`src/rtl/ldpc_pkg.sv`:
```
// Shared types and helpers for the LDPC check-node datapath.
// LLRs of any supported width are sign-extended to LDPC_MAX_WIDTH before these helpers see them.
package ldpc_pkg;

   localparam int LDPC_MAX_WIDTH = 12;

   typedef enum logic {
      LDPC_MINSUM        = 1'b0,
      LDPC_OFFSET_MINSUM = 1'b1
   } ldpc_mode_e;

   typedef logic signed [LDPC_MAX_WIDTH-1:0] ldpc_llr_t;
   typedef logic [LDPC_MAX_WIDTH-2:0]        ldpc_mag_t;

   function automatic ldpc_mag_t max_mag(input int width);
      return ldpc_mag_t'((1 << (width - 1)) - 1);
   endfunction

   // The most negative code of a width-bit LLR clamps to max_mag(width) instead of wrapping.
   function automatic ldpc_mag_t sat_abs(input ldpc_llr_t llr, input int width);
      logic signed [LDPC_MAX_WIDTH:0] ext;
      logic [LDPC_MAX_WIDTH:0]        mag;
      ext = {llr[LDPC_MAX_WIDTH-1], llr};
      mag = ext[LDPC_MAX_WIDTH] ? -ext : ext;
      if (mag > {2'b00, max_mag(width)}) begin
         mag = {2'b00, max_mag(width)};
      end
      return mag[LDPC_MAX_WIDTH-2:0];
   endfunction

endpackage

```
`src/rtl/ldpc_check_node_if.sv`:
```
// Streaming port bundle of the check node: variable-to-check beats in and check-to-variable beats out.
interface ldpc_check_node_if #(
   parameter int DEGREE = 6,
   parameter int WIDTH  = 8
);
   localparam int IDX_W = $clog2(DEGREE);

   logic [DEGREE*WIDTH-1:0] i_llr;
   logic [DEGREE-1:0]       i_edge_mask;
   logic                    i_mode;
   logic [WIDTH-2:0]        i_offset;
   logic                    i_valid;
   logic                    o_ready;
   logic [DEGREE*WIDTH-1:0] o_llr;
   logic [IDX_W-1:0]        o_min_index;
   logic                    o_parity;
   logic                    o_valid;
   logic                    i_ready;

   modport master (
      output i_llr, i_edge_mask, i_mode, i_offset, i_valid, i_ready,
      input  o_ready, o_llr, o_min_index, o_parity, o_valid
   );

   modport slave (
      input  i_llr, i_edge_mask, i_mode, i_offset, i_valid, i_ready,
      output o_ready, o_llr, o_min_index, o_parity, o_valid
   );

endinterface

```
`src/rtl/ldpc_two_min_tree.sv`:
```
// Finds the smallest and second-smallest of N magnitudes plus the index of the first smallest.
// Strict less-than keeps the lowest index on ties and lets a tied value fall through into min2.
module ldpc_two_min_tree
   import ldpc_pkg::*;
#(
   parameter int  N     = 6,
   parameter int  WIDTH = 8,
   localparam int MAG_W = WIDTH - 1,
   localparam int IDX_W = $clog2(N)
) (
   input  logic [N-1:0][MAG_W-1:0] mag,
   output logic [MAG_W-1:0]        min1,
   output logic [MAG_W-1:0]        min2,
   output logic [IDX_W-1:0]        idx1
);

   localparam logic [MAG_W-1:0] MAX_MAG = MAG_W'(max_mag(WIDTH));

   always_comb begin
      min1 = mag[0];
      min2 = MAX_MAG;
      idx1 = '0;
      for (int k = 1; k < N; k++) begin
         if (mag[k] < min1) begin
            min2 = min1;
            min1 = mag[k];
            idx1 = IDX_W'(k);
         end else if (mag[k] < min2) begin
            min2 = mag[k];
         end
      end
   end

endmodule

```
`src/rtl/ldpc_check_node.sv`:
```
// Four-stage min-sum check node: magnitude/sign split, two-minimum search, optional offset, output build.
// A single global enable stalls every stage together whenever the output beat is held by the consumer.
module ldpc_check_node
   import ldpc_pkg::*;
#(
   parameter int  DEGREE = 6,
   parameter int  WIDTH  = 8,
   localparam int IDX_W  = $clog2(DEGREE)
) (
   input logic               i_clock,
   input logic               i_reset,
   ldpc_check_node_if.slave  bus
);

   localparam int               MAG_W   = WIDTH - 1;
   localparam logic [MAG_W-1:0] MAX_MAG = MAG_W'(max_mag(WIDTH));

   logic en;

   logic signed [WIDTH-1:0]         llr_in [DEGREE];
   logic [DEGREE-1:0][MAG_W-1:0]    mag_in;
   logic [DEGREE-1:0]               sign_in;

   logic                            s1_valid;
   logic [DEGREE-1:0][MAG_W-1:0]    s1_mag;
   logic [DEGREE-1:0]               s1_sign;
   logic [DEGREE-1:0]               s1_mask;
   ldpc_mode_e                      s1_mode;
   logic [MAG_W-1:0]                s1_offset;

   logic [MAG_W-1:0]                tree_min1;
   logic [MAG_W-1:0]                tree_min2;
   logic [IDX_W-1:0]                tree_idx1;

   logic                            s2_valid;
   logic [MAG_W-1:0]                s2_min1;
   logic [MAG_W-1:0]                s2_min2;
   logic [IDX_W-1:0]                s2_idx1;
   logic                            s2_parity;
   logic [DEGREE-1:0]               s2_sign;
   logic [DEGREE-1:0]               s2_mask;
   ldpc_mode_e                      s2_mode;
   logic [MAG_W-1:0]                s2_offset;

   logic                            s3_valid;
   logic [MAG_W-1:0]                s3_min1;
   logic [MAG_W-1:0]                s3_min2;
   logic [IDX_W-1:0]                s3_idx1;
   logic                            s3_parity;
   logic [DEGREE-1:0]               s3_sign;
   logic [DEGREE-1:0]               s3_mask;

   logic [DEGREE-1:0][MAG_W-1:0]    sel_mag;
   logic [DEGREE*WIDTH-1:0]         out_llr;

   function automatic logic [MAG_W-1:0] apply_offset(input logic [MAG_W-1:0] m,
                                                     input logic [MAG_W-1:0] off,
                                                     input ldpc_mode_e       mode);
      if (mode == LDPC_MINSUM) return m;
      return (m > off) ? (m - off) : '0;
   endfunction

   assign en          = bus.i_ready | ~bus.o_valid;
   assign bus.o_ready = en;

   // Masked edges look like the largest magnitude with a positive sign, so they never win a minimum or flip parity.
   always_comb begin
      for (int k = 0; k < DEGREE; k++) begin
         llr_in[k]  = bus.i_llr[k*WIDTH +: WIDTH];
         mag_in[k]  = MAX_MAG;
         sign_in[k] = 1'b0;
         if (bus.i_edge_mask[k]) begin
            mag_in[k]  = MAG_W'(sat_abs(ldpc_llr_t'(llr_in[k]), WIDTH));
            sign_in[k] = llr_in[k][WIDTH-1];
         end
      end
   end

   always_ff @(posedge i_clock) begin
      if (i_reset) begin
         s1_valid <= 1'b0;
      end else if (en) begin
         s1_valid  <= bus.i_valid;
         s1_mag    <= mag_in;
         s1_sign   <= sign_in;
         s1_mask   <= bus.i_edge_mask;
         s1_mode   <= ldpc_mode_e'(bus.i_mode);
         s1_offset <= bus.i_offset;
      end
   end

   ldpc_two_min_tree #(
      .N     (DEGREE),
      .WIDTH (WIDTH)
   ) u_two_min (
      .mag  (s1_mag),
      .min1 (tree_min1),
      .min2 (tree_min2),
      .idx1 (tree_idx1)
   );

   always_ff @(posedge i_clock) begin
      if (i_reset) begin
         s2_valid <= 1'b0;
      end else if (en) begin
         s2_valid  <= s1_valid;
         s2_min1   <= tree_min1;
         s2_min2   <= tree_min2;
         s2_idx1   <= tree_idx1;
         s2_parity <= ^s1_sign;
         s2_sign   <= s1_sign;
         s2_mask   <= s1_mask;
         s2_mode   <= s1_mode;
         s2_offset <= s1_offset;
      end
   end

   always_ff @(posedge i_clock) begin
      if (i_reset) begin
         s3_valid <= 1'b0;
      end else if (en) begin
         s3_valid  <= s2_valid;
         s3_min1   <= apply_offset(s2_min1, s2_offset, s2_mode);
         s3_min2   <= apply_offset(s2_min2, s2_offset, s2_mode);
         s3_idx1   <= s2_idx1;
         s3_parity <= s2_parity;
         s3_sign   <= s2_sign;
         s3_mask   <= s2_mask;
      end
   end

   // Each edge receives the extrinsic minimum and the parity of the other signs.
   always_comb begin
      out_llr = '0;
      for (int k = 0; k < DEGREE; k++) begin
         sel_mag[k] = (IDX_W'(k) == s3_idx1) ? s3_min2 : s3_min1;
         if (s3_mask[k]) begin
            out_llr[k*WIDTH +: WIDTH] = (s3_parity ^ s3_sign[k]) ? -{1'b0, sel_mag[k]}
                                                                 :  {1'b0, sel_mag[k]};
         end
      end
   end

   always_ff @(posedge i_clock) begin
      if (i_reset) begin
         bus.o_valid     <= 1'b0;
         bus.o_llr       <= '0;
         bus.o_min_index <= '0;
         bus.o_parity    <= 1'b0;
      end else if (en) begin
         bus.o_valid     <= s3_valid;
         bus.o_llr       <= out_llr;
         bus.o_min_index <= s3_idx1;
         bus.o_parity    <= s3_parity;
      end
   end

endmodule

```
`src/flat_wrapper.sv`:
```
// flat-port wrapper written by rule: the top's interface ports become plain ports
module ldpc_check_node_flat import ldpc_pkg::*;
#(
   parameter int  DEGREE = 6,
   parameter int  WIDTH  = 8,
   localparam int IDX_W  = $clog2(DEGREE)
)
  (i_clock, i_reset, bus_i_llr, bus_i_edge_mask, bus_i_mode, bus_i_offset, bus_i_valid, bus_i_ready, bus_o_ready, bus_o_llr, bus_o_min_index, bus_o_parity, bus_o_valid);
  ldpc_check_node_if #(.DEGREE(DEGREE), .WIDTH(WIDTH)) bus_i ();
  input logic i_clock;
  input logic i_reset;
  input wire logic [$bits(bus_i.i_llr)-1:0] bus_i_llr;
  input wire logic [$bits(bus_i.i_edge_mask)-1:0] bus_i_edge_mask;
  input wire logic [$bits(bus_i.i_mode)-1:0] bus_i_mode;
  input wire logic [$bits(bus_i.i_offset)-1:0] bus_i_offset;
  input wire logic [$bits(bus_i.i_valid)-1:0] bus_i_valid;
  input wire logic [$bits(bus_i.i_ready)-1:0] bus_i_ready;
  output wire logic [$bits(bus_i.o_ready)-1:0] bus_o_ready;
  output wire logic [$bits(bus_i.o_llr)-1:0] bus_o_llr;
  output wire logic [$bits(bus_i.o_min_index)-1:0] bus_o_min_index;
  output wire logic [$bits(bus_i.o_parity)-1:0] bus_o_parity;
  output wire logic [$bits(bus_i.o_valid)-1:0] bus_o_valid;
  assign bus_i.i_llr = bus_i_llr;
  assign bus_i.i_edge_mask = bus_i_edge_mask;
  assign bus_i.i_mode = bus_i_mode;
  assign bus_i.i_offset = bus_i_offset;
  assign bus_i.i_valid = bus_i_valid;
  assign bus_i.i_ready = bus_i_ready;
  assign bus_o_ready = bus_i.o_ready;
  assign bus_o_llr = bus_i.o_llr;
  assign bus_o_min_index = bus_i.o_min_index;
  assign bus_o_parity = bus_i.o_parity;
  assign bus_o_valid = bus_i.o_valid;
  ldpc_check_node #(.DEGREE(DEGREE), .WIDTH(WIDTH)) u_core (.i_clock(i_clock), .i_reset(i_reset), .bus(bus_i));
endmodule
```
`config.mk`:
```
export PLATFORM = sky130hd
export DESIGN_NAME = ldpc_check_node_flat
export DESIGN_NICKNAME = d
export VERILOG_FILES = /design/src/rtl/ldpc_pkg.sv /design/src/rtl/ldpc_check_node_if.sv /design/src/rtl/ldpc_two_min_tree.sv /design/src/rtl/ldpc_check_node.sv /design/src/flat_wrapper.sv
export SDC_FILE = /design/constraint.sdc
export NUM_CORES = 1
export LEC_CHECK = 0
export CORE_ASPECT_RATIO = 2
export CORE_UTILIZATION = 50
export CTS_BUF_LIST = sky130_fd_sc_hd__clkbuf_8 sky130_fd_sc_hd__clkbuf_16
export CTS_CLUSTER_SIZE = 24
export DETAILED_ROUTE_END_ITERATION = 8
export PLACE_DENSITY_LB_ADDON = 0.05
export SKIP_CTS_REPAIR_TIMING = 1
export SLEW_MARGIN = 15
export SYNTH_ARGS = -nofsm -noshare
export SYNTH_HDL_FRONTEND = slang
export SYNTH_SLANG_ARGS = --single-unit
```
`constraint.sdc`:
```
create_clock -name i_clock -period 11.6 [get_ports i_clock]
set_input_delay 1.16 -clock i_clock [delete_from_list [all_inputs] [get_ports i_clock]]
set_output_delay 1.16 -clock i_clock [all_outputs]
set_load 0.01 [all_outputs]
```
### Word level (Yosys, flattened, before mapping)

Index checks and enable logic that the tools add are counted.

| storage, ports and cells | value |
|---|---|
| bits in registers | 186 |
| bits in latches | 0 |
| memory bits (writable) | 0 |
| ROM bits | 0 |
| logic and storage cells | 151 |
| memories | 0 |

| cells by class | value |
|---|---|
| add/sub/neg operators | 14 |
| multipliers | 0 |
| div/mod/pow operators | 0 |
| magnitude comparators | 18 |
| equal/unequal tests | 5 |
| shift-type cells | 0 |
| multiplexer cells | 52 |
| bitwise operators | 15 |
| reduce and logical (&&, ||, !) cells | 10 |

Operators with widths:

| cell | count |
|---|---|
| two-way mux 7 bit | 27 |
| two-way mux 8 bit | 12 |
| greater-than comparator 13 x 7 -> 1 bit (second input constant) | 6 |
| two-way mux 13 bit | 6 |
| negation 8 -> 13 bit | 6 |
| < comparator 7 bit | 9 |
| negation 7 -> 8 bit | 6 |
| greater-than comparator 7 bit | 2 |
| OR reduction 2 bit | 7 |
| subtractor 7 bit | 2 |
| inverter 1 bit | 8 |
| < comparator 7 bit (second input constant) | 1 |
| == test 2 x 3 -> 1 bit (first input constant) | 2 |
| == test 3 bit (first input constant) | 2 |
| two-way mux 3 bit | 2 |
| XOR reduction 6 bit | 1 |
| bitwise XOR 1 bit | 6 |
| two-way mux 1 bit | 5 |
| == test 1 x 3 -> 1 bit (first input constant) | 1 |
| logical NOT 3 bit | 1 |
| AND reduction 2 bit | 1 |
| bitwise OR 1 bit | 1 |

### Longest topological paths before layout

Gate-level depths: netlist (run 1).

| depth | value |
|---|---|
| depth in word-level cells | 15 |
| depth in mapped cells | 49 |
| mapped depth without buffers | 44 |

### By module

Synthesis (run 1) repeated with hierarchy kept, for this count alone.

| unflattened totals | value |
|---|---|
| cell total of the unflattened synthesis | 1235 |
| area total of the unflattened synthesis | 11805.1 sq um |

By module, submodules not included:

| module | times used | cells each | area an instance (sq um) | seq. area each (sq um) |
|---|---|---|---|---|
| ldpc_check_node | 1 | 856 | 9240.1 | 5024.8 |
| ldpc_two_min_tree | 1 | 379 | 2565.0 | 0.0 |

### Least setup slack after synthesis (run 1)

No wires, ideal clock.

| timing | value |
|---|---|
| kind | register to register |
| start point | reg u_core.s1_mag[4] (netlist bit) |
| end point | reg u_core.s2_min2[1] (data pin) |
| library setup time | 0.261 ns |
| arrival time | 8.628 ns |
| required time | 11.339 ns |
| setup slack | 2.711 ns |
| stages on the path, launching flop included | 45 |
| buffers on the path | 5 |
| clock period less this slack | 8.889 ns |
| cell sequence | edfxtp_1 > inv_1 > ha_1 > a21oi_1 > o21ai_1 > a21oi_4 > clkbuf_1 > nor2_1 > a21oi_1 > ha_1 > and3_1 > a221oi_2 > nand2_1 > mux2i_1 > nor2_1 > clkbuf_1 > a21oi_1 > inv_1 > (+9 left out) > inv_1 > ha_1 > and2_1 > nand2_1 > o211a_1 > nor3_2 > mux2_2 > ha_1 > a21oi_1 > nor2b_1 > o21ai_0 > nand2_1 > nor3_1 > nand2b_1 > o21ai_0 > a31oi_2 > buf_6 > o311a_1 |

| on the way | value |
|---|---|
| longest elaborated chain between the ends | 14 |

RTL lines:

| what | line | source |
|---|---|---|
| from (decl) | ldpc_check_node.sv:25 | `logic [DEGREE-1:0][MAG_W-1:0] s1_mag;` |
| from (signal assigned) | ldpc_check_node.sv:84 | `s1_mag <= mag_in;` |
| < comparator 7 bit | ldpc_two_min_tree.sv:24 | `if (mag[k] < min1) begin` |
| two-way mux 7 bit | ldpc_two_min_tree.sv:24 |  |
| < comparator 7 bit | ldpc_two_min_tree.sv:28 | `end else if (mag[k] < min2) begin` |
| two-way mux 7 bit | ldpc_two_min_tree.sv:28 |  |
| two-way mux 7 bit | ldpc_two_min_tree.sv:24 |  |
| < comparator 7 bit | ldpc_two_min_tree.sv:28 |  |
| two-way mux 7 bit | ldpc_two_min_tree.sv:28 |  |
| two-way mux 7 bit | ldpc_two_min_tree.sv:24 |  |
| < comparator 7 bit | ldpc_two_min_tree.sv:28 |  |
| two-way mux 7 bit | ldpc_two_min_tree.sv:28 |  |
| two-way mux 7 bit | ldpc_two_min_tree.sv:24 |  |
| < comparator 7 bit | ldpc_two_min_tree.sv:28 |  |
| two-way mux 7 bit | ldpc_two_min_tree.sv:28 |  |
| two-way mux 7 bit (*) | ldpc_two_min_tree.sv:24 |  |
| via u_core.tree_min2[1] | ldpc_check_node.sv:32 | `logic [MAG_W-1:0] tree_min2;` |
| to (signal assigned) | ldpc_check_node.sv:108 | `s2_min2 <= tree_min2;` |
| to (decl) | ldpc_check_node.sv:37 | `logic [MAG_W-1:0] s2_min2;` |

Mark *: on every way through the listed nets, which the timed path passes. The rest lies on a longest branch.
A chain may end at the register's enable or synchronous reset.

### Worst setup path after layout (run 1)

| timing | value |
|---|---|
| start point | reg u_core.s1_mag[6] (netlist bit) |
| end point | reg u_core.s2_min2[1] (data pin) |

Same word-level chain as after synthesis.

==> reports/results.txt, run 1 <==
The flow ran to the end, but the final reports show violations. The final reports fail on design-rule violations. Setup total negative slack on the finished layout was measured at 0 ns. At the end of routability-driven placement, the weighted congestion stood at 1.02. In this run the most critical hold path is launched from u_core.s2_idx1[2]. The mean cell area of the mapped netlist was 9.47 um2; the transition time of the tightest slew-check pin was 1.02 ns. For this configuration, the core starts out at a cell density of 51.3%.

Summed over all instances, the cell type with the most area after synthesis is sky130_fd_sc_hd__edfxtp_1. The vertical extent of the die is 221 um. Using the TritonRoute via totals, the vias-per-cell ratio works out to 5.93. The detail route stage leaves a number of antenna-violating nets equal to 0.

The share of final-layout standard cells stronger than drive strength 1 is 6.35%, and the final net count is 1493. The number of nets handed over by synthesis was 1399. The tools report the total clock buffers created by CTS as 17.

Once layout is complete, the utilization of the core stands at 59.9%. The final critical path time including I/O delays and setup came out at 10.54 ns. The iteration count of the initial detailed-routing pass is 8, and the number of setup violations in the final report is 0. The kind of critical path is flop to flop.

The run gives 50.9 mm as the first-pass GRT wire length. The worst register-to-register path has a setup slack of 1.06 ns. The total congestion overflow after global routing was 0; the number of placed I/O pins was 120. The tools report the static leakage power as 5.47 nW.

In this run, synthesis produced a sequential element count of 186. Of all nets on the critical path, the largest fanout is 18. The worst setup path is launched from a flop. The share of the synthesized area in the top cell type works out to 32.6%. The logs give 0.409 ns for the final hold slack and 0.46 ns for the worst-skew pair later-pin latency. The worst hold path was traced through 0 stages.

Sequential elements use 42.0% of the synthesized area. The number of global-route vias before repair is 9923. The run gives 0 as the total count of max-transition violations in the final report. In the finished design, the share of the clock period the worst path needs comes to 90.9%. The worst path arrival time came out at 10.75 ns. The tools report the worst setup skew after layout as 0.0127 ns. In this design, the stage delay of the slowest critical-path cell is 0.53 ns.

The tools report the number of levels in the clock H-tree as 4. Once layout is complete, the cells apart from fillers number 1654. The placement-stage worst setup slack came out at 1.17 ns.

In this run the critical register-to-register path is launched from u_core.s1_mag[6]. Among all stages on the critical path, the largest delay is contributed by sky130_fd_sc_hd__a21boi_0. Detailed placement ended at an HPWL of 25.7 mm. Cell seen most often among critical-path stages: sky130_fd_sc_hd__ha_1. With fillers left out, the area of the finished cells amounts to 14000 um2. The logs give 1.06 ns for the final worst-path setup slack and 0.0949 GHz for the fmax. After detailed routing, the number of remaining DRC violations is 18. The tools report the number of cells produced by synthesis as 1264. For the total power draw, the log shows 3.05 mW.

The worst register-to-register path ends at u_core.s2_min2[1]. The number of I/O port buffers is 119. After synthesis, the cell types taking the most area are sky130_fd_sc_hd__edfxtp_1 33%, sky130_fd_sc_hd__dfxtp_1 9.4%, sky130_fd_sc_hd__ha_1 7.0%. In the synthesized netlist the dominant register cell turns out to be sky130_fd_sc_hd__edfxtp_1. The tools report the total inserted antenna cells as 0. The number of instances in the placed design was 1622; the detail-routed net length per standard cell was 19.7 um. The required arrival time at the worst endpoint is 11.81 ns.

The initial antenna violation count was 0. Clock-pin slew was measured on the worst setup and hold paths at 0.08 ns. Number of buffers and inverters on the critical path: 4.

The final wirelength came out at 32.6 mm. The share of synthesized flip-flops with an asynchronous set or reset came out at 0%. The headroom to the max-slew limit came out at 32.1%. For the worst flop-to-flop path, the logic depth is 40.

After synthesis, the netlist uses 85 different library cells. For the peak supply drop, the log shows 0.102 mV. The min-delay analysis places its worst path in the category flop to flop.

Max-cap violations in this run came to 0. Clock tree synthesis selected as its root buffer the cell sky130_fd_sc_hd__clkbuf_16. The synthesized netlist occupies a cell area of 12000 um2.

On the critical path the largest part of the delay comes from compound AO/OA/AOI/OAI gates. The tools report the nature of the critical path endpoint as a flop. The overall die area came out at 24600 um2. Setup repair after global routing left no endpoint under its margin. The first routing iteration left 665 violations. Entering global routing, the biggest net connects 85 pins. In this run the horizontal extent of the chip is 111 um.

The longest clock path from root to sink contains 2 buffers. Once placement finished, the instance area stood at 13400 um2. Across every metal layer, demand over resource in global routing totals 27.3%. The floorplan has 79 rows. Across all layers, the routed design uses 9813 vias.

Endpoint of the worst hold-timing path: u_core.s3_idx1[2]. For the final hold violation count, the log shows 0. TritonCTS built the clock tree. The synthesized design contains 130 enable-type register cells.

Dividing total power by cell area gives a power density of 218 nW/um2. The Yosys step of the flow raised 0 warnings. Compared with the post-synthesis result, the final layout area differs by 16.8%. The tree built by TritonCTS fans out to 186 sinks. The run gives 23300 um2 as the placeable core area.
layout make-up:
| type | count | area (um2) |
|---|---|---|
| clock buffers | 17 | 425 |
| clock inverters | 15 | 156 |
| fillers | 2090 | 9350 |
| inverters | 77 | 289 |
| multi-input cells | 947 | 6470 |
| flip-flops and latches | 186 | 5020 |
| well taps | 283 | 354 |
| repair buffers | 129 | 1260 |
layout by cell type, fill, tap and decap left out, types with 40 or more instances in the layout:
master,n
sky130_fd_sc_hd__a21oi_1,68
sky130_fd_sc_hd__mux2i_1,54
sky130_fd_sc_hd__clkdlybuf4s50_1,118
sky130_fd_sc_hd__ha_1,67
sky130_fd_sc_hd__inv_1,77
sky130_fd_sc_hd__edfxtp_1,130
sky130_fd_sc_hd__dfxtp_1,56
sky130_fd_sc_hd__nor2_1,110
sky130_fd_sc_hd__o21ai_0,79
sky130_fd_sc_hd__nand2_1,141
sky130_fd_sc_hd__xnor2_1,40
per-layer routing:
metal  share of wire, %  up-vias  global-route usage [%]  routed length, um
met2                 57      268                    55.6              18600
met1                 34     4609                    23.8              10900
met4                6.6        0                    20.2               2150
met5                  0        -                       0                  0
met3                2.9      110                    3.51                931
li1                   -     4826                       -                  -
worst max path at each step:
stage                startpoint  slack (ns)  cells past startpoint                end
4_1_cts        u_core.s1_mag[6]        1.12                     39  u_core.s2_min2[1]
2_1_floorplan  u_core.s1_mag[4]        2.71                     44  u_core.s2_min2[1]
6_report       u_core.s1_mag[6]        1.06                     40  u_core.s2_min2[1]
3_5_place_dp   u_core.s1_mag[6]        1.17                     39  u_core.s2_min2[6]
5_1_grt        u_core.s1_mag[6]        0.31                     40  u_core.s2_min2[6]
3_3_place_gp   u_core.s1_mag[6]        1.24                     39  u_core.s2_min2[6]
sequential cells by signal (all words and copies together) (netlist names), 7 cells and up:
| register | count |
|---|---|
| u_core.s2_min2 | 7 |
| u_core.s3_min1 | 7 |
| u_core.s2_offset | 7 |
| u_core.s1_offset | 7 |
| u_core.s1_mag | 42 |
| u_core.s3_min2 | 7 |
| u_core.bus.o_llr | 48 |
| u_core.s2_min1 | 7 |
power by group:
group / leakage (nW) / internal [mW] / switching, mW
Sequential: 1.70 / 0.859 / 0.116
Combinational: 3.49 / 0.631 / 0.863
Clock: 0.277 / 0.304 / 0.279
Total: 5.47 / 1.79 / 1.26
cell usage after synthesis, drive strengths merged (5+ instances only):
| master | n |
|---|---|
| clkbuf | 44 |
| mux2i | 54 |
| mux2 | 9 |
| o21a | 7 |
| nand3 | 15 |
| or3 | 18 |
| o221ai | 6 |
| or2 | 9 |
| xnor2 | 40 |
| nand4 | 6 |
| inv | 77 |
| nand2 | 141 |
| o21ai | 84 |
| edfxtp | 130 |
| dfxtp | 56 |
| o21bai | 6 |
| o31ai | 11 |
| a211oi | 5 |
| a311oi | 5 |
| o211ai | 16 |
| nor2 | 112 |
| and3 | 15 |
| a21oi | 69 |
| a31oi | 15 |
| a22oi | 30 |
| o22ai | 12 |
| o2111ai | 6 |
| a21boi | 6 |
| o211a | 5 |
| nor2b | 16 |
| xor2 | 34 |
| buf | 10 |
| a32oi | 14 |
| ha | 67 |
| and2 | 18 |
| a21o | 15 |
| nor3 | 12 |
| nand2b | 16 |
kinds of logic after synthesis:
group	Yosys count	share of synthesized area, %
fa+ha+maj	72	7.60
compound gates	345	20.0
mux	63	5.40
flops	186	42.0
simple gates	393	15.4
xor+xnor	74	5.42
buf+inv	131	4.20
(Power assumes the default switching activity.)
==> run 2: changes to the inputs <==
CORE_MARGIN = 3   (was not set)
==> run 2 against run 1 <==
  * The flow now finishes without violations
  * Count of clock-buffer cells in the layout unchanged
  * Register-to-register slack better by 0.36 ns
  * Via count down 0.14%
  * Global-route usage down 0.78 points
  * Utilization down 0.24 points
  * Combinational power about the same
  * Sequential share of layout area about the same
  * Die area up 5.5%
  * Wire length up 4.0%
  * First-iteration DRC count down 14%
  * Worst hold slack better by 0.0097 ns
  * Critical endpoint is now u_core.s2_min2[6]
  * Highest routed layer unchanged
==> reports/results.txt, run 2 (synthesis gave the netlist of run 1 again) <==
Of all nets on the critical path, the largest fanout is 24. The initial antenna violation count is 0, and the share of final-layout standard cells stronger than drive strength 1 is 6.41%. The tools report the final worst-path setup slack as 1.42 ns.

The total count of max-transition violations in the final report is 0. The logs give 11.0 mm for the sum of routed wire segments on met1 and 79 for the row count. Clock edge transition at the registers on the reported setup and hold paths: 0.08 ns. Detailed placement finished with a half-perimeter wire length of 27.0 mm. Count of nets left with antenna violations after detail routing: 0. The DRC violation count after routing is 0, and the final instance area is 14000 um2. TritonCTS built the clock tree. At the pin with the least slew margin, the transition time is 1.06 ns. The repair_antennas step left the layout with diodes totalling 0.

In the layout the commonest cells are 141 x sky130_fd_sc_hd__nand2_1, 130 x sky130_fd_sc_hd__edfxtp_1, 118 x sky130_fd_sc_hd__clkdlybuf4s50_1. The worst-skew pair later-pin latency was 0.45 ns. Across the VDD grid, the largest voltage drop is 0.143 mV. The overall die area came out at 25900 um2. The cell with the largest stage delay on the worst path is sky130_fd_sc_hd__mux2i_1. The detail-routed net length per standard cell is 20.5 um, and the power per cell area is 218 nW/um2. 120 I/O pins were placed. The uppermost layer routed was met4. Compared with the post-synthesis result, the final layout area differs by 16.8%.

Cells fill 59.7% of the core in the end. The detailed router finished its first iteration with 569 violations. By instance count, the cell type seen most on the critical path is sky130_fd_sc_hd__ha_1.

After detailed routing, the met3 layer carries 904 um of wire. The fmax is 0.0982 GHz. The first-pass GRT wire length came out at 51.9 mm. STA classifies the critical path endpoint as a flop. Via density per instance: 5.92. The number of levels in the clock H-tree was 4; the total power draw was 3.05 mW.

The largest delay contributor family on the critical path was compound AO/OA/AOI/OAI gates. The required arrival time at the worst endpoint was 11.80 ns; the worst path arrival time was 10.37 ns. The flow ran to the end, and the final reports show no timing, DRC or antenna violations. In this run the tightest slew margin relative to its limit is 29.4%. The largest register by flop count was u_core.bus.o_llr. From bottom edge to top edge, the die measures 225 um. For the setup total negative slack, the log shows 0 ns.

No sink is reached through more buffers than the 2 on the longest clock path. The number of setup violations in the final report came out at 0. The portion of the clock cycle consumed by the worst path in the final layout works out to 87.8%.

The initial utilization of the core area, before any placement, comes to 51.1%. The startpoint kind of the worst setup timing path was a flop. Path type of the worst min-delay path: flop to flop. Number of global-route vias before repair: 9831.

Entering global routing, the biggest net connects 71 pins. The tools report the area of placed instances as 13400 um2. The clock period could shrink to 10.18 ns.

The logs give 0.964 for the routability-driven placement congestion ratio and 0 for the total congestion overflow after global routing. CTS saw 186 sinks. The library cell used most frequently in the layout, excluding fill and tap cells, is sky130_fd_sc_hd__nand2_1.

The die is 115 um wide. The tree is rooted in a sky130_fd_sc_hd__clkbuf_16. The critical path contains buffers and inverters numbering 5 combined. Detailed routing inserted a total of 9799 vias. The tools report the static leakage power as 5.47 nW.

Kind of critical path: flop to flop. The met2 wirelength from detailed routing was 19.5 mm. Setup repair after global routing left no endpoint under its margin. The tightest hold path in the finished design has a slack of 0.418 ns. For the number of max-cap violations, the log shows 0. The total clock buffers created by CTS came out at 17. The final net count is 1494.

The flip-flop count of the largest register after layout was 48; the overall track demand over capacity in global routing was 26.5%. For the post-layout instance count excluding filler cells, the log shows 1655. In the final layout, the registers with the most flip-flops are u_core.bus.o_llr (48), u_core.s1_mag (42). The logs give 0.0125 ns for the worst setup skew after layout and 5 for the iteration count of the initial detailed-routing pass.

The final hold violation count was 0. Port buffering added 119 buffers. In this run, placement finished with an instance count of 1623.

Timing analysis after detailed placement gives a worst setup slack of 1.58 ns. The tools report the placeable core area as 23400 um2. The tools report the final wirelength as 33.9 mm. In this design, the stage delay of the slowest critical-path cell is 0.52 ns.
[run 2: changes by cell type in the layout (fill, tap and decap cells not counted), sizes merged]
cell,before,now
buf,11,12
clkinv,3,4
inv,85,84
[run 2: worst paths after layout]
check,start,to,slack [ns],depth (start not counted)
worst max-delay path,u_core.s1_mag[3],u_core.s2_min2[6],1.42,40
worst min-delay path,u_core.s2_mask[3],u_core.s3_mask[3],0.42,0
worst min register to register,u_core.s2_mask[3],u_core.s3_mask[3],0.42,0
worst max register to register,u_core.s1_mag[3],u_core.s2_min2[6],1.42,40
[run 2: cell type report]
type	instances	area (um2)
clock inverter	15	160
inverter	77	289
timing repair buffer	130	1270
fill	2129	9450
sequential	186	5020
multi-input combinational	947	6460
clock buffer	17	425
tap	283	354
[run 2: power breakdown]
| part | internal (mW) | switching (mW) | leakage [nW] |
|---|---|---|---|
| Combinational | 0.633 | 0.868 | 3.49 |
| Clock | 0.304 | 0.274 | 0.279 |
| Sequential | 0.859 | 0.116 | 1.70 |
[run 2: worst reg2reg max path, delay by kind of cell, from the launching register on]
kind                     cells  cell delay [ns]
adder cells (fa/ha/maj)      5             1.33
AO/OA/AOI/OAI               18             4.82
buffers and inverters        5             0.76
AND/OR/NAND/NOR             10             1.62
flip-flops                   1             0.48
multiplexers                 2             0.88
[run 2: routing by layer]
layer  up-vias  track usage [%]
met5         -                0
met1      4573             23.3
met4         0             17.8
li1       4830                -
met3       132             4.07
met2       264             52.4
